## src/rtl/axis_uart_reg_responder.sv

```systemverilog
// Byte-command responder: parses 'R' addr / 'W' addr data frames from a UART RX stream,
// accesses a four-entry board register file and returns one reply byte per command.
module axis_uart_reg_responder #(
  parameter int unsigned TIMEOUT_CYCLES = 80000,
  parameter int unsigned TIMEOUT_W      = 17,
  parameter logic [7:0]  LED_RESET      = 8'h00
) (
  input  logic       clk,
  input  logic       rst,
  input  logic [7:0] i_tdata,
  input  logic       i_tvalid,
  output logic       i_tready,
  output logic [7:0] o_tdata,
  output logic       o_tvalid,
  input  logic       o_tready,
  input  logic [7:0] dip_switch,
  input  logic [3:0] push_button,
  output logic [7:0] leds,
  output logic [7:0] err_count
);

  localparam logic [7:0] CmdRead  = 8'h52;
  localparam logic [7:0] CmdWrite = 8'h57;
  localparam logic [7:0] RespAck  = 8'h06;
  localparam logic [7:0] RespNak  = 8'h15;
  localparam logic [TIMEOUT_W-1:0] TmoLast = TIMEOUT_W'(TIMEOUT_CYCLES - 1);
  localparam logic [TIMEOUT_W-1:0] TmoOne  = {{(TIMEOUT_W-1){1'b0}}, 1'b1};

  typedef enum logic [2:0] {StIdle, StGetAddr, StGetData, StExec, StResp} state_e;

  state_e state_q, state_d;
  logic                 is_write_q, is_write_d;
  logic                 nak_q, nak_d;
  logic [7:0]           addr_q, addr_d;
  logic [7:0]           data_q, data_d;
  logic [TIMEOUT_W-1:0] tmo_q, tmo_d;
  logic [7:0]           leds_q, leds_d;
  logic [7:0]           scratch_q, scratch_d;
  logic [7:0]           err_q, err_d;
  logic [7:0]           odata_q, odata_d;
  logic                 ovalid_q, ovalid_d;
  logic                 ready_q, ready_d;
  logic                 accept;
  logic                 err_inc;

  assign accept    = i_tvalid & ready_q;
  assign i_tready  = ready_q;
  assign o_tdata   = odata_q;
  assign o_tvalid  = ovalid_q;
  assign leds      = leds_q;
  assign err_count = err_q;

  always_comb begin
    state_d    = state_q;
    is_write_d = is_write_q;
    nak_d      = nak_q;
    addr_d     = addr_q;
    data_d     = data_q;
    tmo_d      = '0;
    leds_d     = leds_q;
    scratch_d  = scratch_q;
    odata_d    = odata_q;
    ovalid_d   = ovalid_q;
    err_inc    = 1'b0;

    unique case (state_q)
      StIdle: begin
        if (accept) begin
          if (i_tdata == CmdRead || i_tdata == CmdWrite) begin
            is_write_d = (i_tdata == CmdWrite);
            nak_d      = 1'b0;
            state_d    = StGetAddr;
          end else begin
            // Unknown command is answered at once and consumes no further bytes.
            nak_d   = 1'b1;
            state_d = StExec;
          end
        end
      end
      StGetAddr: begin
        if (accept) begin
          addr_d  = i_tdata;
          state_d = is_write_q ? StGetData : StExec;
        end else if (tmo_q == TmoLast) begin
          state_d = StIdle;
          err_inc = 1'b1;
        end else begin
          tmo_d = tmo_q + TmoOne;
        end
      end
      StGetData: begin
        if (accept) begin
          data_d  = i_tdata;
          state_d = StExec;
        end else if (tmo_q == TmoLast) begin
          state_d = StIdle;
          err_inc = 1'b1;
        end else begin
          tmo_d = tmo_q + TmoOne;
        end
      end
      StExec: begin
        state_d  = StResp;
        ovalid_d = 1'b1;
        // Addresses 2 and 3 are read-only inputs.
        if (nak_q || addr_q > 8'h03 || (is_write_q && addr_q[1])) begin
          odata_d = RespNak;
          err_inc = 1'b1;
        end else if (is_write_q) begin
          odata_d = RespAck;
          if (addr_q[0]) scratch_d = data_q;
          else           leds_d    = data_q;
        end else begin
          unique case (addr_q[1:0])
            2'd0:    odata_d = leds_q;
            2'd1:    odata_d = scratch_q;
            2'd2:    odata_d = dip_switch;
            default: odata_d = {4'h0, ~push_button};
          endcase
        end
      end
      StResp: begin
        if (o_tready) begin
          ovalid_d = 1'b0;
          odata_d  = 8'h00;
          state_d  = StIdle;
        end
      end
      default: state_d = StIdle;
    endcase

    err_d   = (err_inc && err_q != 8'hFF) ? err_q + 8'd1 : err_q;
    ready_d = (state_d == StIdle) || (state_d == StGetAddr) || (state_d == StGetData);
  end

  always_ff @(posedge clk) begin
    if (rst) begin
      state_q    <= StIdle;
      is_write_q <= 1'b0;
      nak_q      <= 1'b0;
      addr_q     <= 8'h00;
      data_q     <= 8'h00;
      tmo_q      <= '0;
      leds_q     <= LED_RESET;
      scratch_q  <= 8'h00;
      err_q      <= 8'h00;
      odata_q    <= 8'h00;
      ovalid_q   <= 1'b0;
      ready_q    <= 1'b0;
    end else begin
      state_q    <= state_d;
      is_write_q <= is_write_d;
      nak_q      <= nak_d;
      addr_q     <= addr_d;
      data_q     <= data_d;
      tmo_q      <= tmo_d;
      leds_q     <= leds_d;
      scratch_q  <= scratch_d;
      err_q      <= err_d;
      odata_q    <= odata_d;
      ovalid_q   <= ovalid_d;
      ready_q    <= ready_d;
    end
  end

endmodule

```

## config.mk

```make
export PLATFORM = sky130hd
export DESIGN_NAME = axis_uart_reg_responder
export DESIGN_NICKNAME = d
export VERILOG_FILES = /design/src/rtl/axis_uart_reg_responder.sv
export SDC_FILE = /design/constraint.sdc
export NUM_CORES = 1
export LEC_CHECK = 0
export CORE_ASPECT_RATIO = 1.5
export CORE_MARGIN = 2
export CORE_UTILIZATION = 46
export DETAILED_ROUTE_END_ITERATION = 7
export GPL_TIMING_DRIVEN = 0
export PLACE_DENSITY = 0.72
export SLEW_MARGIN = 20
export SYNTH_ARGS = -nofsm -noshare
export SYNTH_HDL_FRONTEND = slang
export SYNTH_SLANG_ARGS = --single-unit
```

## constraint.sdc

```tcl
create_clock -name clk -period 1.85 [get_ports clk]
set_input_delay 0.185 -clock clk [delete_from_list [all_inputs] [get_ports clk]]
set_output_delay 0.185 -clock clk [all_outputs]
set_load 0.005 [all_outputs]
```

# Word-level counts from Yosys, hierarchy flattened
# Cells that the tools add are included.
# op_classes
n_addsub	2
magnitude_cmp	1
n_eq_ne	13
n_mux	20
bitwise_logic	5
reduce_logical	20
# ops
cell	count
$mux W8	3
$pmux W8 S3	1
$add A17 B1 Y17 const B	1
$eq A17 B17 Y1 const B	1
$eq A8 B7 Y1 const B	2
$pmux W8 S2	1
$mux W3	5
$pmux W3 S5	1
$eq A3 B2 Y1 const B	3
$add A8 B1 Y8 const B	1
$gt A8 B2 Y1 const B	1
$ne A8 B8 Y1 const B	1
$reduce_and A2 Y1	4
$reduce_and A4 Y1	2
$eq A3 B1 Y1 const B	2
$logic_not A3 Y1	2
$mux W1	6
$logic_or A1 B1 Y1	5
$not A4 Y4	1
$pmux W1 S2	2
$reduce_or A4 Y1	1
$eq A3 B3 Y1 const B	1
$not A1 Y1	3
$reduce_and A3 Y1	1
9 further kinds	10
# totals
register_bits	72
inputBits	24
elab_cells	73

# Longest topological paths before layout
# Gate-level depths: netlist of the first run.
# logic_depth
word_depth	8
ltp_mapped	8
ltp_nobuf	6

# Least setup slack after synthesis of the first run
# No wires, ideal clock.
# synth_path
path_kind	reg-to-reg
from	register tmo_q[0]
to	register err_q[5] (netlist: err_count[5])
setup_ns	0.123
t_arrival_ns	1.809
required_ns	1.727
path_slack_ns	-0.083
path_stages_with_launch	8
path_buffers	1
period_less_slack_ns	1.933
path_cell_list	dfxtp_1 -> ha_1 -> and4bb_2 -> nand4_2 -> a2bb2oi_2 -> buf_6 -> nor4b_4 -> mux2_1
# synth_between
elab_chain_cells	5
# synth_rtl
element	line	text
from (decl)	36	logic [TIMEOUT_W-1:0] tmo_q, tmo_d;
from (signal assigned)	156	tmo_q <= tmo_d;
$eq A17 B17 Y1	84, 95	
$mux W1	84, 95	
$mux W1	92	if (accept) begin
$pmux W1 S2	66	unique case (state_q)
$logic_and A1 B1 Y1	132	err_d = (err_inc && err_q != 8'hFF) ? err_q + 8'd1 : err_q;
to (signal assigned)	159	err_q <= err_d;
to (decl)	39	logic [7:0] err_q, err_d;
# No other way between the ends.
# A chain may end at the register's enable or synchronous reset.

# Final worst setup path of the first run
# layout_path
from	input port i_tvalid
to	register err_q[5] (netlist: err_count[5])
# layout_between
elab_chain_cells	4
# layout_rtl
element	line	text
from (decl)	11	input logic i_tvalid,
$and A1 B1 Y1	46	assign accept = i_tvalid & ready_q;
$mux W1	92	
$pmux W1 S2	66	
$logic_and A1 B1 Y1	132	
# No other way between the ends.

==> results of run 1 <==
## routing by layer
layer  vias up  share of wire, %
li1       1387                 -
met1      1341                42
met2        67                53
met3        10               3.9
met4         0               1.5
met5         -                 0
## final timing paths
kind,start,endpoint
hold / removal,rst,state_q[2]
setup / recovery,i_tvalid,err_count[5]
setup reg to reg,state_q[2],err_count[5]
hold reg to reg,tmo_q[0],tmo_q[0]
## placed cells by master, fill, tap and decap left out, types with 10 or more instances in the layout
| master | instances |
|---|---|
| nand2_1 | 26 |
| mux2i_1 | 30 |
| xor2_1 | 10 |
| clkdlybuf4s50_1 | 48 |
| a21oi_1 | 22 |
| clkbuf_8 | 10 |
| o21ai_0 | 10 |
| nand3_1 | 16 |
| dfxtp_1 | 69 |
| nor2_1 | 53 |
## layout make-up
type | instances | area, sq um | area share [%]
Multi-Input combinational cell | 257 | 1782 | 42.67
Sequential cell | 72 | 1448 | 34.67
Timing Repair Buffer | 49 | 488.0 | 11.69
Clock buffer | 11 | 141.4 | 3.386
Buffer | 19 | 108.9 | 2.607
Tap cell | 78 | 97.59 | 2.337
Clock inverter | 5 | 80.08 | 1.918
Inverter | 8 | 30.03 | 0.7192
## per-stage QoR
step                cell area, sq um  util [%]  TNS (ns)
CTS                             4139     60.00  -0.09136
floorplan                       3297         -         0
finish                          4175     60.53  -0.08973
global route                    4175     60.53    -1.111
detailed placement              3875     56.18    -4.698
global placement                3875     56.18    -4.290
## cell families after synthesis
group / share of synthesized area [%]
muxes: 11.54
DFF: 43.89
buffers and inverters: 3.924
and+or+nand+nor: 24.50
adders and majority gates: 0.7618
xor gates and xnor gates: 4.267
AOI/OAI and AO/OA: 11.12
## where the power goes
part	switching [uW]	total (uW)	internal (uW)	leakage, uW
sequential	16.2	1580	1570	0.000582
clock	574	1370	794	0.000106
combinational	131	238	107	0.000811
## repair_timing
| action | CTS | global route |
|---|---|---|
| hold buffers | 0 | 0 |
| gates resized for setup | 8 | 15 |
| cloned | 0 | 0 |
| endpoints found under the hold margin | 0 | 0 |
| setup buffers | 1 | 0 |
| endpoints found under the setup margin | 19 | 49 |
| pin swaps | 1 | 2 |
## flip-flops by register name, summed over array words and instances, names as in the netlist
name and flops:
i_tready 1, state_q 3, o_tvalid 1, leds 8, scratch_q 8, tmo_q 17, nak_q 1, data_q 8
is_write_q 1, addr_q 8, o_tdata 8, err_count 8
## worst reg2reg max path, cell delays in order (launching register included)
cell and delay (ns):
dfxtp_1 0.30, buf_2 0.16, or3_4 0.42, a2bb2oi_2 0.19, buf_6 0.15, nor4b_4 0.28, mux2_4 0.32
==> results.json, run 1 <==
{
  "dominantRegCellSynth": "dfxtp_1",
  "maxSlewViolCount": 0,
  "fin_crit_sh_pct": 104.9,
  "worstMarginPinSlew_ns": 0.6152,
  "hold_path_depth": 3,
  "wl_um": 7869,
  "required_ns": 2.09,
  "crit_arrival_ns": 2.18,
  "drive_gt1_share_pct": 12.83,
  "synth.yosys.seq_area_share_pct": 43.89,
  "portBuffers": 48,
  "cts_tree": "done",
  "antenna_found_initial": 0,
  "overflow": 0,
  "power_uw": 3189,
  "ys_ff_latch": 72,
  "grt_usage_pct": 21.74,
  "synth.largest_area_cell": "dfxtp_1",
  "async_flop_share_pct": 0,
  "hold_ws_ns": 0.4009,
  "grt_busiest_layer": "met2",
  "status": "finished with violations",
  "synthDistinctLibCells": 57,
  "start_util_pct": 47.61,
  "cts_buffer_depth": 2,
  "cp-start-kind": "primary input",
  "gp_congestion": 0.8458,
  "relSlewSlack_pct": 58.99,
  "clkTransAtPathRegs_ns": 0.07,
  "syn_to_final_growth_pct": 27.12,
  "netlist_area_sq_mm": 0.003284,
  "ioPinCount": 50,
  "crit_path_end_kind": "flip-flop",
  "drt_first_iter_violations": 111,
  "fin_skew_ns": 0.006857,
  "cp_num_cells": 7,
  "rsz0062_at_grt": "yes",
  "path_buf_inv": 2,
  "maxCapViolations": 0,
  "hp-class": "primary input to flip-flop",
  "cp_slowest_cell": "clkdlybuf4s50_1",
  "cts_buffers": 9,
  "yosysMostFrequentCell": "dfxtp_1",
  "nFillCells": 594,
  "dieArea_sq_mm": 0.007846,
  "worst-r2r-setup-slack_ns": -0.09,
  "synth_edf_count": 0,
  "synth_top_area_share_pct": 43.89,
  "grt_max_degree": 13,
  "synth_nets": 382,
  "drc": 0,
  "dp_hpwl_um": 5746,
  "cts.htree.levels": 3,
  "worst_slack_ns": -0.08973,
  "core.rowCount": 37,
  "violations": "negative setup slack",
  "syn_avg_cell_area_sq_um": 9.226,
  "path_cells": "clkdlybuf4s50_1 > and2_4 > or3_4 > a2bb2oi_2 > buf_6 > nor4b_4 > mux2_4",
  "dp.cells": 482,
  "cts.root.buffer_cell": "clkbuf_8",
  "period_minus_slack_ns": 1.940,
  "stdcell_count": 499,
  "grt_pass1_vias": 2766,
  "finalHoldViolCount": 0,
  "diodes": 0,
  "synthCells": 356,
  "crit_family": "simple AND/OR/NAND/NOR gates",
  "grt_pass1_wl_um": 13120,
  "grt_use_met3_pct": 4.963,
  "vias": 2805,
  "ys_warn_count": 0,
  "viasPerCell": 5.621,
  "met1_usage_pct": 25.64,
  "peakVddDrop_uv": 576.0,
  "powerDensity_mw_per_mm2": 763.8,
  "ant_nets": 0,
  "layout.nets": 442,
  "avgRoutedWirePerCell_um": 15.77,
  "fp.dieH_um": 107.5,
  "ys_top_cells_by_count": "72 x dfxtp_1, 54 x nor2_1, 30 x mux2i_1",
  "core_sq_mm": 0.006898,
  "die_w_um": 72.99,
  "post_synth_main_area_contributors": "dfxtp_1 44%, mux2i_1 9.1%, nor2_1 6.2%",
  "fmax_mhz": 515.5,
  "slowest_delay_ns": 0.46,
  "r2r_cells": 6,
  "cp_max_fo": 10,
  "leakage_uw": 0.001499,
  "firstDrtPassIters": 4,
  "post-place-ws_ns": -0.4430,
  "grtUsageMet2_pct": 37.32,
  "setup_viol": 1,
  "crit_type": "primary input to flip-flop",
  "clkSinkCount": 72,
  "clk_latency_ns": 0.35
}
Power figures use the tool's default switching activity.
==> run 2, diff against run 1 <==
--- a/config.mk
+++ b/config.mk
@@ -5,6 +5,7 @@
 export SDC_FILE = /design/constraint.sdc
 export NUM_CORES = 1
 export LEC_CHECK = 0
+export CAP_MARGIN = 10
 export CORE_ASPECT_RATIO = 1.5
 export CORE_MARGIN = 2
 export CORE_UTILIZATION = 46
==> results of run 2 <==
No change in the layout: final DEF, timing and power equal those of run 1.
